$ cat src/rtl/de1_cl_inputs_scanner_pkg.sv
// Shared types for the DE1 CL input scanner: scan FSM states and rotary position type.
package de1_cl_inputs_pkg;

   typedef enum logic [2:0] {
      IDLE,
      LOAD,
      LOW,
      HIGH,
      DONE,
      GAP
   } t_scan_state;

   typedef logic [7:0] t_rotary_count;

endpackage

$ cat src/rtl/de1_cl_inputs_scanner_if.sv
// Published scan result bus: latest switch/button word with valid and changed strobes.
interface de1_cl_inputs_scanner_if #(
   parameter int unsigned SR_BITS = 16
);
   logic [SR_BITS-1:0] inputs_state;
   logic               inputs_valid;
   logic               inputs_changed;

   modport master (output inputs_state, output inputs_valid, output inputs_changed);
   modport slave  (input  inputs_state, input  inputs_valid, input  inputs_changed);
endinterface

$ cat src/rtl/de1_cl_rotary_counter.sv
// One rotary encoder: pin synchronisers, transition rising-edge detect, wrapping up/down count.
module de1_cl_rotary_counter
   import de1_cl_inputs_pkg::*;
(
   input  logic          clk,
   input  logic          reset,
   input  logic          direction_pin,
   input  logic          transition_pin,
   output t_rotary_count count
);

   logic [1:0] dir_sync;
   logic [1:0] tr_sync;
   logic       tr_prev;

   always_ff @(posedge clk) begin
      if (reset) begin
         dir_sync <= '0;
         tr_sync  <= '0;
         tr_prev  <= 1'b0;
         count    <= '0;
      end else begin
         dir_sync <= {dir_sync[0], direction_pin};
         tr_sync  <= {tr_sync[0], transition_pin};
         tr_prev  <= tr_sync[1];
         // 8-bit arithmetic wraps naturally: 255+1=0, 0-1=255
         if (tr_sync[1] && !tr_prev)
            count <= dir_sync[1] ? count + 1'b1 : count - 1'b1;
      end
   end

endmodule

$ cat src/rtl/de1_cl_inputs_scanner.sv
// Scans the DE1 CL 74HC165-style input chain into a stable word and tracks both rotary encoders.
module de1_cl_inputs_scanner
   import de1_cl_inputs_pkg::*;
#(
   parameter int unsigned SR_BITS  = 16,
   parameter int unsigned CLK_DIV  = 25,
   parameter int unsigned SCAN_GAP = 50000
) (
   input  logic                      clk,
   input  logic                      reset,
   input  logic                      scan_enable,
   input  logic                      sr_data,
   input  logic                      left_direction_pin,
   input  logic                      left_transition_pin,
   input  logic                      right_direction_pin,
   input  logic                      right_transition_pin,
   output logic                      sr_clock,
   output logic                      sr_shift,
   de1_cl_inputs_scanner_if.master   result,
   output t_rotary_count             left_count,
   output t_rotary_count             right_count
);

   localparam int unsigned CNT_MAX = (SCAN_GAP > CLK_DIV) ? SCAN_GAP : CLK_DIV;
   localparam int unsigned CNT_W   = (CNT_MAX > 1) ? $clog2(CNT_MAX) : 1;
   localparam int unsigned IDX_W   = $clog2(SR_BITS);

   t_scan_state        state, state_next;
   logic [CNT_W-1:0]   phase;
   logic [IDX_W-1:0]   bit_idx;
   logic [SR_BITS-1:0] acc;
   logic [1:0]         data_sync;
   logic               phase_last, gap_last, idx_last;
   logic               sample, publish;

   assign phase_last = (phase == CNT_W'(CLK_DIV - 1));
   assign gap_last   = (phase == CNT_W'(SCAN_GAP - 1));
   assign idx_last   = (bit_idx == IDX_W'(SR_BITS - 1));

   always_ff @(posedge clk) begin
      if (reset) state <= IDLE;
      else       state <= state_next;
   end

   // scan_enable is only consulted in IDLE and at the end of GAP, so a running scan always completes
   always_comb begin
      state_next = state;
      unique case (state)
         IDLE:    if (scan_enable) state_next = LOAD;
         LOAD:    if (phase_last)  state_next = LOW;
         LOW:     if (phase_last)  state_next = idx_last ? DONE : HIGH;
         HIGH:    if (phase_last)  state_next = LOW;
         DONE:                     state_next = GAP;
         GAP:     if (gap_last)    state_next = scan_enable ? LOAD : IDLE;
         default:                  state_next = IDLE;
      endcase
   end

   always_comb begin
      sr_shift = (state != LOAD);
      sr_clock = (state == HIGH);
      sample   = (state == LOW) && phase_last;
      publish  = (state == DONE);
   end

   always_ff @(posedge clk) begin
      if (reset) begin
         data_sync <= '0;
         phase     <= '0;
         bit_idx   <= '0;
         acc       <= '0;
      end else begin
         data_sync <= {data_sync[0], sr_data};
         if (state_next != state || state == IDLE)
            phase <= '0;
         else
            phase <= phase + 1'b1;
         if (state == LOAD)
            bit_idx <= '0;
         else if (state == HIGH && phase_last)
            bit_idx <= bit_idx + 1'b1;
         // first bit out of the chain ends up in the MSB
         if (sample)
            acc <= {acc[SR_BITS-2:0], data_sync[1]};
      end
   end

   always_ff @(posedge clk) begin
      if (reset) begin
         result.inputs_state   <= '0;
         result.inputs_valid   <= 1'b0;
         result.inputs_changed <= 1'b0;
      end else begin
         result.inputs_valid   <= publish;
         result.inputs_changed <= publish && (acc != result.inputs_state);
         if (publish)
            result.inputs_state <= acc;
      end
   end

   de1_cl_rotary_counter u_left (
      .clk            (clk),
      .reset          (reset),
      .direction_pin  (left_direction_pin),
      .transition_pin (left_transition_pin),
      .count          (left_count)
   );

   de1_cl_rotary_counter u_right (
      .clk            (clk),
      .reset          (reset),
      .direction_pin  (right_direction_pin),
      .transition_pin (right_transition_pin),
      .count          (right_count)
   );

endmodule

$ cat src/flat_wrapper.sv
// flat-port wrapper written by rule: the top's interface ports become plain ports
module de1_cl_inputs_scanner_flat import de1_cl_inputs_pkg::*;
#(
   parameter int unsigned SR_BITS  = 16,
   parameter int unsigned CLK_DIV  = 25,
   parameter int unsigned SCAN_GAP = 50000
)
  (clk, reset, scan_enable, sr_data, left_direction_pin, left_transition_pin, right_direction_pin, right_transition_pin, sr_clock, sr_shift, left_count, right_count, result_inputs_state, result_inputs_valid, result_inputs_changed);
  de1_cl_inputs_scanner_if #(.SR_BITS(SR_BITS)) result_i ();
  input  logic clk;
  input  logic reset;
  input  logic scan_enable;
  input  logic sr_data;
  input  logic left_direction_pin;
  input  logic left_transition_pin;
  input  logic right_direction_pin;
  input  logic right_transition_pin;
  output logic sr_clock;
  output logic sr_shift;
  output t_rotary_count left_count;
  output t_rotary_count right_count;
  output wire logic [$bits(result_i.inputs_state)-1:0] result_inputs_state;
  output wire logic [$bits(result_i.inputs_valid)-1:0] result_inputs_valid;
  output wire logic [$bits(result_i.inputs_changed)-1:0] result_inputs_changed;
  assign result_inputs_state = result_i.inputs_state;
  assign result_inputs_valid = result_i.inputs_valid;
  assign result_inputs_changed = result_i.inputs_changed;
  de1_cl_inputs_scanner #(.SR_BITS(SR_BITS), .CLK_DIV(CLK_DIV), .SCAN_GAP(SCAN_GAP)) u_core (.clk(clk), .reset(reset), .scan_enable(scan_enable), .sr_data(sr_data), .left_direction_pin(left_direction_pin), .left_transition_pin(left_transition_pin), .right_direction_pin(right_direction_pin), .right_transition_pin(right_transition_pin), .sr_clock(sr_clock), .sr_shift(sr_shift), .result(result_i), .left_count(left_count), .right_count(right_count));
endmodule
$ cat config.mk
export PLATFORM = sky130hd
export DESIGN_NAME = de1_cl_inputs_scanner_flat
export DESIGN_NICKNAME = d
export VERILOG_FILES = /design/src/rtl/de1_cl_inputs_scanner_pkg.sv /design/src/rtl/de1_cl_inputs_scanner_if.sv /design/src/rtl/de1_cl_rotary_counter.sv /design/src/rtl/de1_cl_inputs_scanner.sv /design/src/flat_wrapper.sv
export SDC_FILE = /design/constraint.sdc
export NUM_CORES = 1
export LEC_CHECK = 0
export ABC_AREA = 1
export CAP_MARGIN = 10
export CORE_AREA = 2 2 88 107
export DETAILED_ROUTE_END_ITERATION = 10
export DIE_AREA = 0 0 90 109
export PLACE_DENSITY = 0.78
export SLEW_MARGIN = 0
export SYNTH_ARGS = -nofsm -noshare
export SYNTH_HDL_FRONTEND = slang
export SYNTH_HIERARCHICAL = 1
export SYNTH_SLANG_ARGS = --single-unit
$ cat constraint.sdc
create_clock -name clk -period 1.7 [get_ports clk]
set_clock_uncertainty 0.15 [all_clocks]
set_input_delay 0.425 -clock clk [delete_from_list [all_inputs] [get_ports clk]]
set_output_delay 0.425 -clock clk [all_outputs]
set_load 0.02 [all_outputs]
**Word level (Yosys, flattened, before mapping)**

Cells that the tools add are included.
W data, S select, Z words.

- Flip-flop bits (word level): 85
- Logic and storage cells: 54

- Add/sub/neg operators: 6
- Equal/unequal tests: 11
- Mux-type cells: 9
- Reduce and logical (&&, ||, !) cells: 12

Operator list:

| operator | count |
|---|---|
| $add A16 B1 Y16 const B | 1 |
| $add A8 B1 Y8 const B | 2 |
| $eq A16 B16 Y1 const B | 1 |
| $eq A16 B5 Y1 const B | 1 |
| $mux W8 | 2 |
| $ne A16 B16 Y1 | 1 |
| $sub A8 B1 Y8 const B | 2 |
| $mux W3 | 5 |
| $pmux W3 S5 | 1 |
| $eq A3 B2 Y1 const B | 2 |
| $eq A3 B3 Y1 const B | 2 |
| $reduce_or A2 Y1 | 3 |
| $logic_and A1 B1 Y1 | 5 |
| $add A4 B1 Y4 const B | 1 |
| $eq A4 B4 Y1 const B | 1 |
| $eq A3 B1 Y1 const B | 1 |
| $logic_not A3 Y1 | 1 |
| $ne A3 B1 Y1 const B | 1 |
| $ne A3 B3 Y1 | 1 |
| $logic_not A1 Y1 | 2 |
| $logic_or A1 B1 Y1 | 1 |
| $mux W1 | 1 |

**Logic depth before layout (Yosys ltp)**

Gate-level depths: netlist (run 1).

- Word-level depth: 7
- Depth in mapped cells: 12
- Gate-level depth less buffers: 11

**Hierarchy**

Netlist (run 1), hierarchy kept.

Modules (own cells, without submodules):

| module | times used | cells each | area an instance (sq um) | seq. area each (sq um) |
|---|---|---|---|---|
| de1_cl_inputs_scanner | 1 | 367 | 2786.4 | 1181.1 |
| de1_cl_rotary_counter | 2 | 107 | 785.8 | 260.2 |

**Worst setup path after synthesis (run 1)**

No wires, ideal clock.

- Path type: register -> register
- Start point: register u_core.phase[0]
- End point: register u_core.phase[6]
- Arrival: 1.440 ns
- Data required time: 1.429 ns
- Slack: -0.010 ns
- Cell stages (with the launch flop): 12
- Cells stage by stage: dfxtp_1 -> ha_1 -> nand3_2 -> nor2_1 -> nand3_1 -> nand2_1 -> nand3_1 -> nand2_1 -> nand2_2 -> nand2_4 -> buf_12 -> nor2_4

- Longest elaborated chain between the ends: 6
- Elaborated cells between the ends (all ways): 10
- Classes of those cells: add/sub: 1; eq/ne: 3; mux: 4; reduce/logical: 2

RTL lines:

| item | line | text |
|---|---|---|
| start, declared | de1_cl_inputs_scanner.sv:29 | `logic [CNT_W-1:0] phase;` |
| start signal, assigned | de1_cl_inputs_scanner.sv:77 | `phase <= phase + 1'b1;` |
| $eq A16 B16 Y1 / $eq A16 B5 Y1 (equally long branches) | de1_cl_inputs_scanner.sv:37, de1_cl_inputs_scanner.sv:36 |  |
| $mux W3, on equally long branches | n/a |  |
| $pmux W3 S5 | de1_cl_inputs_scanner.sv:48 | `unique case (state)` |
| $ne A3 B3 Y1 | de1_cl_inputs_scanner.sv:74 | `if (state_next != state \|\| state == IDLE)` |
| $logic_or A1 B1 Y1 | de1_cl_inputs_scanner.sv:74 |  |
| $reduce_or A2 Y1 (no line) | n/a |  |

Several ways; a longest one is shown, not always the timed one.
A chain may end at the register's enable or synchronous reset.

**Worst setup path in the final report (run 1)**

- Start point: register u_core.state[1]
- End point: register u_core.phase[10]

- Longest elaborated chain between the ends: 6
- Elaborated cells between the ends (all ways): 15
- Classes of those cells: eq/ne: 6; mux: 5; reduce/logical: 4

RTL lines:

| item | line | text |
|---|---|---|
| start, declared | de1_cl_inputs_scanner.sv:28 | `t_scan_state state, state_next;` |
| start signal, assigned | de1_cl_inputs_scanner.sv:42 | `else state <= state_next;` |
| $eq A3 B2 Y1 / $eq A3 B1 Y1 (equally long branches) | de1_cl_inputs_scanner.sv:48 |  |
| $reduce_or A2 Y1 (no line) | n/a |  |
| $pmux W3 S5 | de1_cl_inputs_scanner.sv:48 |  |
| $ne A3 B3 Y1 | de1_cl_inputs_scanner.sv:74 |  |
| $logic_or A1 B1 Y1 (*) | de1_cl_inputs_scanner.sv:74 |  |
| $reduce_or A2 Y1 (no line) (*) | n/a |  |

Mark *: on every way between the ends. The rest lies on a longest branch, timed or not.

==> run_results.csv, run 1 <==
group,metric,value,unit
global_routing,grt_max_degree,33,
clocking,cts.sinks,85,
die,die_x,90,um
yosys,synth_common_cells,"inv_1 (93), dfxtp_1 (85), nand2_1 (85)",
placement,dpl.hpwl,6.84,mm
sta,drv_slew,0,
final_layout,fillCellCount,737,
placement,pre_cts_ws,-0.189,ns
yosys,synth.top_cell.area_share,39.0,%
yosys,synth_most_common_cell,"inv_1",
route,vias,3980,
global_routing,gr-usage-all-layers,20.2,%
yosys,synth_fp_nets,606,
clocking,clkTransAtPathRegs,0.09,ns
critical_path,cp-start-kind,"flip-flop",
power_and_ir_drop,internal_power,2.83,mW
yosys,ys.flop_type,"dfxtp_1",
power_and_ir_drop,power.leakage,2.48,nW
power_and_ir_drop,p_clk_share,33.5,%
sta,rsz0062_at_grt,"true",
sta,tightest_slew,0.379,ns
route,wl_met2,5.39,mm
die,core_region_area,8840,um^2
route,drt-vias-per-instance,4.98,
sta,fin_setup_tns,-1.26,ns
yosys,synth_area_leaders,"dfxtp_1 (39%), inv_1 (8.0%), nand2_1 (7.3%), nor2_1 (5.4%), a21oi_1 (5.4%)",
yosys,syn-cell-area,4360,um^2
placement,numPortBuffers,43,
global_routing,grt_pass1_wl,16.3,mm
critical_path,crit_required,1.80,ns
power_and_ir_drop,switching_power,1.15,mW
final_layout,layout-drive-gt1-share,28.6,%
power_and_ir_drop,irDropWorstVdd,501,uV
yosys,synth_top_area_cell,"dfxtp_1",
route,top_layer_used,"met4",
power_and_ir_drop,netSwitchingFraction,28.9,%
global_routing,antenna_found_initial,0,
route,drt-met1-wl,4.35,mm
critical_path,end_kind,"flip-flop",
power_and_ir_drop,power,3.98,mW
global_routing,first_global_vias,3869,
clocking,clk_latency,0.36,ns
worst_hold_path,hp-class,"reg -> reg",
sta,finalCritPeriodShare,105,%
power_and_ir_drop,seqPwrFrac,51.7,%
die,die_area,9810,um^2
route,post_drt_wl_per_cell,12.8,um
die,ios,44,
power_and_ir_drop,comb_power_share,14.8,%
critical_path,cp_max_fo,8,
yosys,synth-edff-count,0,
clocking,cts_hold_buf,0,
flow_run,cap_violations,0,
clocking,clk_path_buf_depth,2,
route,drc,0,
route,routed-wl-met3,381,um
sta,setup_violations,18,
placement,finalWeightedCongestion,0.864,
run_status,status,"complete, but fails checks",
final_layout,nets,699,
critical_path,crit_type,"reg -> reg",
critical_path,critPathArrivalTime,1.88,ns
die,die_h,109,um
yosys,async_flop_share,0,%
yosys,synth_seq_cells,85,
sta,finalHoldViolCount,0,
clocking,cts-root-buf,"clkbuf_8",
sta,timing.final.ws_setup,-0.0805,ns
route,wirelength,10.2,mm
yosys,synthCells,581,
yosys,yosysWarnings,6,
die,std_cell_rows,38,
clocking,cts_max_level,3,
power_and_ir_drop,power_density,697,nW/um^2
clocking,cts_tree,"built",
global_routing,overflow,0,
run_status,violations,"negative setup slack",
yosys,ys_seq_area_share,39.0,%
route,firstDrtPassIters,5,
sta,clock.fmax,562,MHz
yosys,synth_cell_types,39,
sta,max_slew_margin,74.5,%
sta,min_period,1.78,ns
die,initial_utilization,49.3,%
final_layout,area_growth_syn_to_layout,31.1,%
final_layout,antennaDiodeCount,0,
yosys,avgSynthCellArea,7.50,um^2
clocking,numCtsBuffers,9,
route,drt_iter0_markers,202,
route,antenna_left,0,
[per-stage QoR]
step	area (um^2)	hold slack, ns	utilization [%]	instances
after global routing	5710	0.268	64.6	799
after detailed placement	5210	0.248	58.9	775
after global placement	5210	0.243	58.9	775
final	5710	0.254	64.6	799
after floorplan	4360	0.238	-	581
after CTS	5490	0.263	62.1	796
[registers in the layout, indices dropped and copies added, names as in the netlist]
signal,cells
u_core/acc,16
u_core/phase,16
u_core/result.inputs_state,16
u_core/u_left/count,8
u_core/u_right/count,8
u_core/bit_idx,4
u_core/state,3
u_core/data_sync,2
u_core/u_left/dir_sync,2
u_core/u_left/tr_sync,2
u_core/u_right/dir_sync,2
u_core/u_right/tr_sync,2
u_core/result.inputs_changed,1
u_core/result.inputs_valid,1
u_core/u_left/tr_prev,1
u_core/u_right/tr_prev,1
[worst max-delay path, stage by stage, from the launching register on]
cell     delay, ns
dfxtp_1       0.41
buf_4         0.16
inv_1         0.06
buf_4         0.14
nand2_1       0.06
nor2_1        0.05
a21oi_2       0.15
nand3_2       0.13
nand2_2       0.10
nand2_4       0.10
nand2_8       0.13
nor2_2        0.04
[power by group through the flow]
stage	Clock (mW)	Combinational, mW	Sequential (mW)
after floorplan	0	0.330	2.12
after global placement	0	0.493	2.10
after detailed placement	0	0.512	2.10
after CTS	1.37	0.527	2.05
after global routing	1.45	0.652	2.07
final	1.33	0.589	2.06
[layer usage]
metal / global-route usage (%) / up-vias
met2: 39.2 / 78
met3: 4.22 / 7
met4: 6.70 / 0
met5: 0 / -
met1: 22.0 / 1873
li1: - / 2022
[logic make-up (layout without fill, tap and decap cells)]
kind of cell | count (synthesis) | in the layout | synth area share (%)
AND/OR/NAND/NOR | 242 | 243 | 27.8
buffers and inverters | 112 | 209 | 10.6
AO/OA/AOI/OAI | 95 | 95 | 11.3
flip-flops | 85 | 85 | 39.0
XOR/XNOR | 30 | 30 | 6.03
adder cells (fa/ha/maj) | 17 | 17 | 5.23
[final timing paths]
path / start / to / slack (ns) / cells after the start
worst max-delay path: u_core/state[1] / u_core/phase[10] / -0.08 / 11
worst max register to register: u_core/state[1] / u_core/phase[10] / -0.08 / 11
worst min register to register: u_core/u_right/dir_sync[0] / u_core/u_right/dir_sync[1] / 0.25 / 2
worst min-delay path: u_core/u_right/dir_sync[0] / u_core/u_right/dir_sync[1] / 0.25 / 2
[area by class of cell]
cell class                      count  area, um^2  share of cell area [%]
Multi-Input combinational cell    385        2510                    44.0
Sequential cell                    85        1730                    30.2
Inverter                           98         380                    6.66
Clock buffer                        9         124                    2.17
Clock inverter                      7        53.8                   0.942
Tap cell                          120         150                    2.63
Timing Repair Buffer               95         764                    13.4
[cells in the final DEF, fill, tap and decap left out, drive strengths merged, types with 6 or more instances in the layout]
master,instances
buf,54
clkbuf,28
nand3b,8
xnor2,17
nand2,94
inv,101
dfxtp,85
nor3,6
a21oi,48
nand3,36
ha,15
o21ai,42
nand4,6
xor2,13
clkdlybuf4s50,7
clkdlybuf4s15,11
nor2,80
or2,6
[timing repair]
item | in CTS | in global routing
gates cloned | 1 | 0
endpoints found under the setup margin | 74 | 70
resized for setup | 82 | 112
pin swaps | 10 | 9
buffers inserted | 5 | 3
Note: power is estimated with default switching activity, not from simulation.
==> run 2: changes to the inputs <==
Settings changed: CELL_PAD_IN_SITES_DETAIL_PLACEMENT set to 0, CELL_PAD_IN_SITES_GLOBAL_PLACEMENT set to 1, CORE_AREA 2 2 88 107 to 2 2 101 123, CTS_CLUSTER_DIAMETER set to 100, CTS_CLUSTER_SIZE set to 28, DIE_AREA 0 0 90 109 to 0 0 103 125, PLACE_DENSITY 0.78 to 0.79.
==> run 2 against run 1 <==
Compared with the run above:
- the run still ends with negative setup slack left
- clock power increased by 48%
- die area grew 31%
- sequential power about the same
- highest routed layer unchanged
- register-to-register slack improved by 0.02 ns
- cell area grew 5.3%
- wire length fell by 0.90%
- non-clock buffer count up 16
- global-route usage decreased by 4.3 points
- via count decreased by 0.38%
- combinational power hardly changed
==> run_results.csv, run 2 (synthesized netlist as in run 1, its figures left out) <==
group,metric,value,unit
critical_path,r2r_end,"u_core/phase[14]",
clocking,numCtsBuffers,9,
critical_path,crit_start,"u_core/phase[1]",
placement,numPortBuffers,43,
route,antenna_left,0,
sta,max_slew_margin,76.3,%
clocking,clk_path_buf_depth,2,
clocking,cts-root-buf,"clkbuf_16",
power_and_ir_drop,irDropWorstVdd,542,uV
route,post_drt_wl_per_cell,11.8,um
power_and_ir_drop,internal_power,3.33,mW
sta,finalCritPeriodShare,103,%
route,firstDrtPassIters,4,
critical_path,crit_required,1.83,ns
power_and_ir_drop,netSwitchingFraction,27.8,%
sta,timing.final.ws_setup,-0.0590,ns
critical_path,cp_slowest_stage_delay,0.37,ns
power_and_ir_drop,seqPwrFrac,44.6,%
route,routed-wl-met3,385,um
final_layout,final_cell_mix,"inv_1 (85), nand2_1 (75), dfxtp_1 (68), buf_4 (64), nor2_1 (49)",
global_routing,grt_max_degree,33,
critical_path,critPathArrivalTime,1.89,ns
die,die_h,125,um
final_layout,area_growth_syn_to_layout,38.0,%
die,ios,44,
worst_hold_path,hp-class,"reg -> reg",
clocking,cts.sinks,85,
route,drt_iter0_markers,142,
sta,drv_slew,0,
power_and_ir_drop,p_clk_share,42.7,%
route,drt-met1-wl,4.43,mm
critical_path,crit_chain,"inv_4 > ha_4 > nand2_4 > nor2_4 > nand4_1 > nand3_1 > inv_2 > nor2_4 > buf_12 > nand2_8 > nor2_2",
route,wl_met2,5.15,mm
critical_path,slowest_stage,"dfxtp_4",
sta,finalHoldViolCount,0,
final_layout,nets,715,
clocking,cts_tree,"built",
critical_path,path_buf_inv,3,
die,std_cell_rows,44,
global_routing,first_global_vias,3853,
die,die_area,12900,um^2
die,die_x,103,um
sta,clock.fmax,569,MHz
global_routing,grt_pass1_wl,16.7,mm
placement,finalWeightedCongestion,0.837,
critical_path,crit_type,"reg -> reg",
final_layout,finalInstanceArea,6020,um^2
power_and_ir_drop,power_density,766,nW/um^2
route,top_layer_used,"met4",
placement,pre_cts_ws,-0.235,ns
critical_path,crit_top_cell,"nor2_4",
route,wirelength,10.1,mm
critical_path,cp_top_family,"simple AND/OR/NAND/NOR gates",
run_status,violations,"negative setup slack",
sta,rsz0062_at_grt,"true",
critical_path,end_kind,"flip-flop",
sta,min_period,1.76,ns
flow_run,cap_violations,0,
final_layout,antennaDiodeCount,0,
clocking,clk_latency,0.34,ns
die,core_region_area,11800,um^2
power_and_ir_drop,comb_power_share,12.7,%
final_layout,layout-drive-gt1-share,29.5,%
placement,place_area,5360,um^2
die,initial_utilization,37.0,%
critical_path,cp_max_fo,8,
power_and_ir_drop,switching_power,1.28,mW
critical_path,cp-endpoint,"u_core/phase[14]",
power_and_ir_drop,power.leakage,2.67,nW
critical_path,r2r-start,"u_core/phase[1]",
global_routing,overflow,0,
critical_path,ff2ff_setup_slack,-0.06,ns
run_status,status,"complete, but fails checks",
route,drt-vias-per-instance,4.63,
placement,dpl.hpwl,6.95,mm
sta,setup_violations,16,
critical_path,cp-start-kind,"flip-flop",
global_routing,gr-usage-all-layers,16.0,%
clocking,clkTransAtPathRegs,0.07,ns
clocking,cts_max_level,3,
route,drc,0,
route,vias,3965,
critical_path,cp.depth,11,
global_routing,antenna_found_initial,0,
critical_path,reg2regPathDepth,11,
sta,tightest_slew,0.353,ns
final_layout,layout_commonest_cell,"inv_1",
final_layout,top_regs,"u_core/acc x16, u_core/phase x16, u_core/result.inputs_state x16",
## run 2: timing repair
action                                  in CTS  in global routing
endpoints found under the setup margin      73                 52
gates resized for setup                     86                 86
hold buffers                                 0                  0
setup buffers                                5                  4
gates cloned                                 1                  0
pin swaps                                   16                 23
## run 2: layout make-up
cell class / instances / area, um^2
Fill cell: 1179 / 5770
Timing Repair Buffer: 111 / 916
Inverter: 98 / 380
Tap cell: 161 / 201
Clock inverter: 7 / 73.8
Multi-Input combinational cell: 385 / 2490
Clock buffer: 9 / 225
Sequential cell: 85 / 1730
## run 2: how the worst min path moves through the flow
stage	from	end	depth (start not counted)
detailed placement	u_core/data_sync[0]	u_core/data_sync[1]	2
finish	u_core/u_left/dir_sync[0]	u_core/u_left/dir_sync[1]	2
global placement	u_core/u_right/dir_sync[0]	u_core/u_right/dir_sync[1]	2
global route	u_core/u_right/dir_sync[0]	u_core/u_right/dir_sync[1]	2
floorplan	u_core/data_sync[0]	u_core/data_sync[1]	2
CTS	u_core/u_left/tr_sync[0]	u_core/u_left/tr_sync[1]	2
## run 2: power by group through the flow
stage               combinational, mW  sequential [mW]  clock [mW]
global route                    0.650             2.06        2.12
finish                          0.586             2.06        1.97
CTS                             0.553             2.05        2.03
floorplan                       0.330             2.12           0
global placement                0.516             2.10           0
detailed placement              0.524             2.10           0
## run 2: metrics by stage
step	util (%)	TNS [ns]	hold slack [ns]	total power [mW]	std cells
after floorplan	-	0	0.238	2.45	581
after global placement	45.5	-5.51	0.244	2.61	831
final	51.1	-0.558	0.253	4.61	856
after detailed placement	45.5	-6.98	0.247	2.62	831
after global routing	51.1	-2.25	0.271	4.83	856
after CTS	49.3	-0.0127	0.260	4.64	853
## run 2: tightest hold or removal path: cells and delay by family (launching register included)
kind | cells | cell delay (ns)
simple gates | 1 | 0.03
flops | 1 | 0.30
buf+inv | 1 | 0.04
## run 2: routing by layer
| layer | vias up | global-route usage [%] |
|---|---|---|
| met1 | 1827 | 18.7 |
| met5 | - | 0 |
| li1 | 2064 | - |
| met2 | 63 | 27.8 |
| met3 | 11 | 3.80 |
| met4 | 0 | 5.88 |
==> run 3: changes to the inputs <==
Settings changed: CTS_CLUSTER_SIZE 28 to 8.
Clock period 1.7 ns to 1.6 ns, I/O delays scaled along.
==> run 3 against run 2 <==
Compared with the run above:
- final cell count is 1.8% higher
- clock-buffer cell count stayed put
- sequential power is 6% higher
- critical endpoint is now u_core/phase[15]
- the run still ends with negative setup slack left
- sequential cell count did not move
==> run_results.csv, run 3 (synthesized netlist as in run 1, its figures left out) <==
group,metric,value,unit
run_status,status,"complete, but fails checks",
run_status,violations,"negative setup slack",
final_layout,layout_commonest_cell,"inv_1",
route,wl_met2,5.89,mm
route,drc,0,
die,std_cell_rows,44,
clocking,cts.sinks,85,
route,firstDrtPassIters,4,
clocking,cts_max_level,3,
clocking,cts-root-buf,"clkbuf_16",
placement,place_area,5470,um^2
clocking,numCtsBuffers,9,
clocking,clk_path_buf_depth,2,
route,wirelength,10.9,mm
flow_run,cap_violations,0,
sta,rsz0062_at_grt,"true",
sta,finalCritPeriodShare,115,%
global_routing,overflow,0,
clocking,clkTransAtPathRegs,0.06,ns
placement,numPortBuffers,43,
clocking,cts_tree,"built",
critical_path,cp_max_fo,4,
global_routing,antenna_found_initial,0,
power_and_ir_drop,power,5.19,mW
placement,dpl.hpwl,6.95,mm
sta,clock.fmax,544,MHz
final_layout,final_cell_mix,"inv_1 (84), buf_4 (76), nand2_1 (69), dfxtp_1 (59), nor2_1 (43)",
critical_path,crit_type,"reg -> reg",
critical_path,cp-start-kind,"flip-flop",
die,die_h,125,um
die,ios,44,
power_and_ir_drop,power.leakage,2.74,nW
critical_path,crit_required,1.67,ns
route,drt-met1-wl,4.48,mm
route,antenna_left,0,
route,post_drt_wl_per_cell,12.5,um
critical_path,critPathArrivalTime,1.91,ns
final_layout,layout-drive-gt1-share,42.0,%
die,initial_utilization,37.0,%
power_and_ir_drop,irDropWorstVdd,631,uV
worst_hold_path,whs_path_depth,2,
final_layout,top_regs,"u_core/acc x16, u_core/phase x16, u_core/result.inputs_state x16",
sta,max_slew_margin,77.6,%
route,routed-wl-met3,346,um
critical_path,reg2regPathDepth,8,
clocking,clk_latency,0.34,ns
route,drt-vias-per-instance,4.70,
critical_path,end_kind,"flip-flop",
final_layout,antennaDiodeCount,0,
global_routing,grt_max_degree,33,
sta,finalHoldViolCount,0,
final_layout,finalInstanceArea,6480,um^2
global_routing,grt_pass1_wl,17.8,mm
die,die_x,103,um
sta,timing.final.ws_setup,-0.239,ns
final_layout,fin_cells,871,
route,drt_iter0_markers,148,
sta,tightest_slew,0.335,ns
final_layout,area_growth_syn_to_layout,48.7,%
sta,drv_slew,0,
route,vias,4090,
die,core_region_area,11800,um^2
power_and_ir_drop,power_density,800,nW/um^2
global_routing,first_global_vias,3973,
sta,min_period,1.84,ns
placement,finalWeightedCongestion,0.839,
global_routing,gr-usage-all-layers,17.0,%
placement,dp_cells,838,
die,die_area,12900,um^2
sta,setup_violations,25,
route,top_layer_used,"met4",
final_layout,utilization,55.0,%
worst_hold_path,hp-class,"reg -> reg",
final_layout,nets,730,
## run 3: cell types whose count changed in the layout (fill, tap and decap cells not counted), sizes merged
cell,before,now
dlygate4sd2,20,2
buf,70,86
clkdlybuf4s15,7,14
clkinv,3,2
clkbuf,16,26
inv,102,100
bufinv,0,2
clkinvlp,0,1
## run 3: path summary, 6_finish.rpt
check / from / to / slack [ns]
min reg2reg: u_core/u_right/dir_sync[0] / u_core/u_right/dir_sync[1] / 0.25
min: u_core/u_right/dir_sync[0] / u_core/u_right/dir_sync[1] / 0.25
max reg2reg: u_core/phase[2] / u_core/phase[15] / -0.24
max: u_core/phase[2] / u_core/phase[15] / -0.24
## run 3: timing repair
action	CTS	global route
pin swaps	17	34
hold buffers	0	0
resized for setup	159	126
endpoints found under the setup margin	83	89
buffers inserted	2	14
gates cloned	2	0
## run 3: metrics by stage
step | hold slack (ns) | setup TNS [ns] | setup slack (ns)
6_report | 0.249 | -3.91 | -0.239
2_1_floorplan | 0.238 | -0.321 | -0.0357
5_1_grt | 0.272 | -7.58 | -0.327
3_5_place_dp | 0.250 | -14.42 | -0.302
4_1_cts | 0.255 | -3.66 | -0.219
3_3_place_gp | 0.245 | -11.04 | -0.269
## run 3: report_power, final
group / switching, mW / internal [mW]
sequential: 0.0397 / 2.15
combinational: 0.369 / 0.319
clock: 0.920 / 1.39
## run 3: cell type report
cell class | instances | area, um^2
multi-input combinational | 385 | 2770
clock inverter | 7 | 103
tap | 161 | 201
fill | 1120 | 5300
clock buffer | 9 | 225
inverter | 98 | 390
timing repair buffer | 126 | 1050
sequential | 85 | 1750
## run 3: worst max-delay path, stage by stage (launching register included)
cell and delay [ns]:
dfxtp_2 0.38, buf_4 0.14, nand3_2 0.06, or2_4 0.25, nor2_4 0.12, nand2_1 0.09, nor3_2 0.19, xor2_1 0.28
nor2_4 0.07
## run 3: metal layers
layer / global-route usage, % / up-vias
met5: 0 / -
met2: 30.4 / 63
met1: 19.9 / 1913
met3: 3.69 / 16
met4: 4.88 / 0
li1: - / 2098
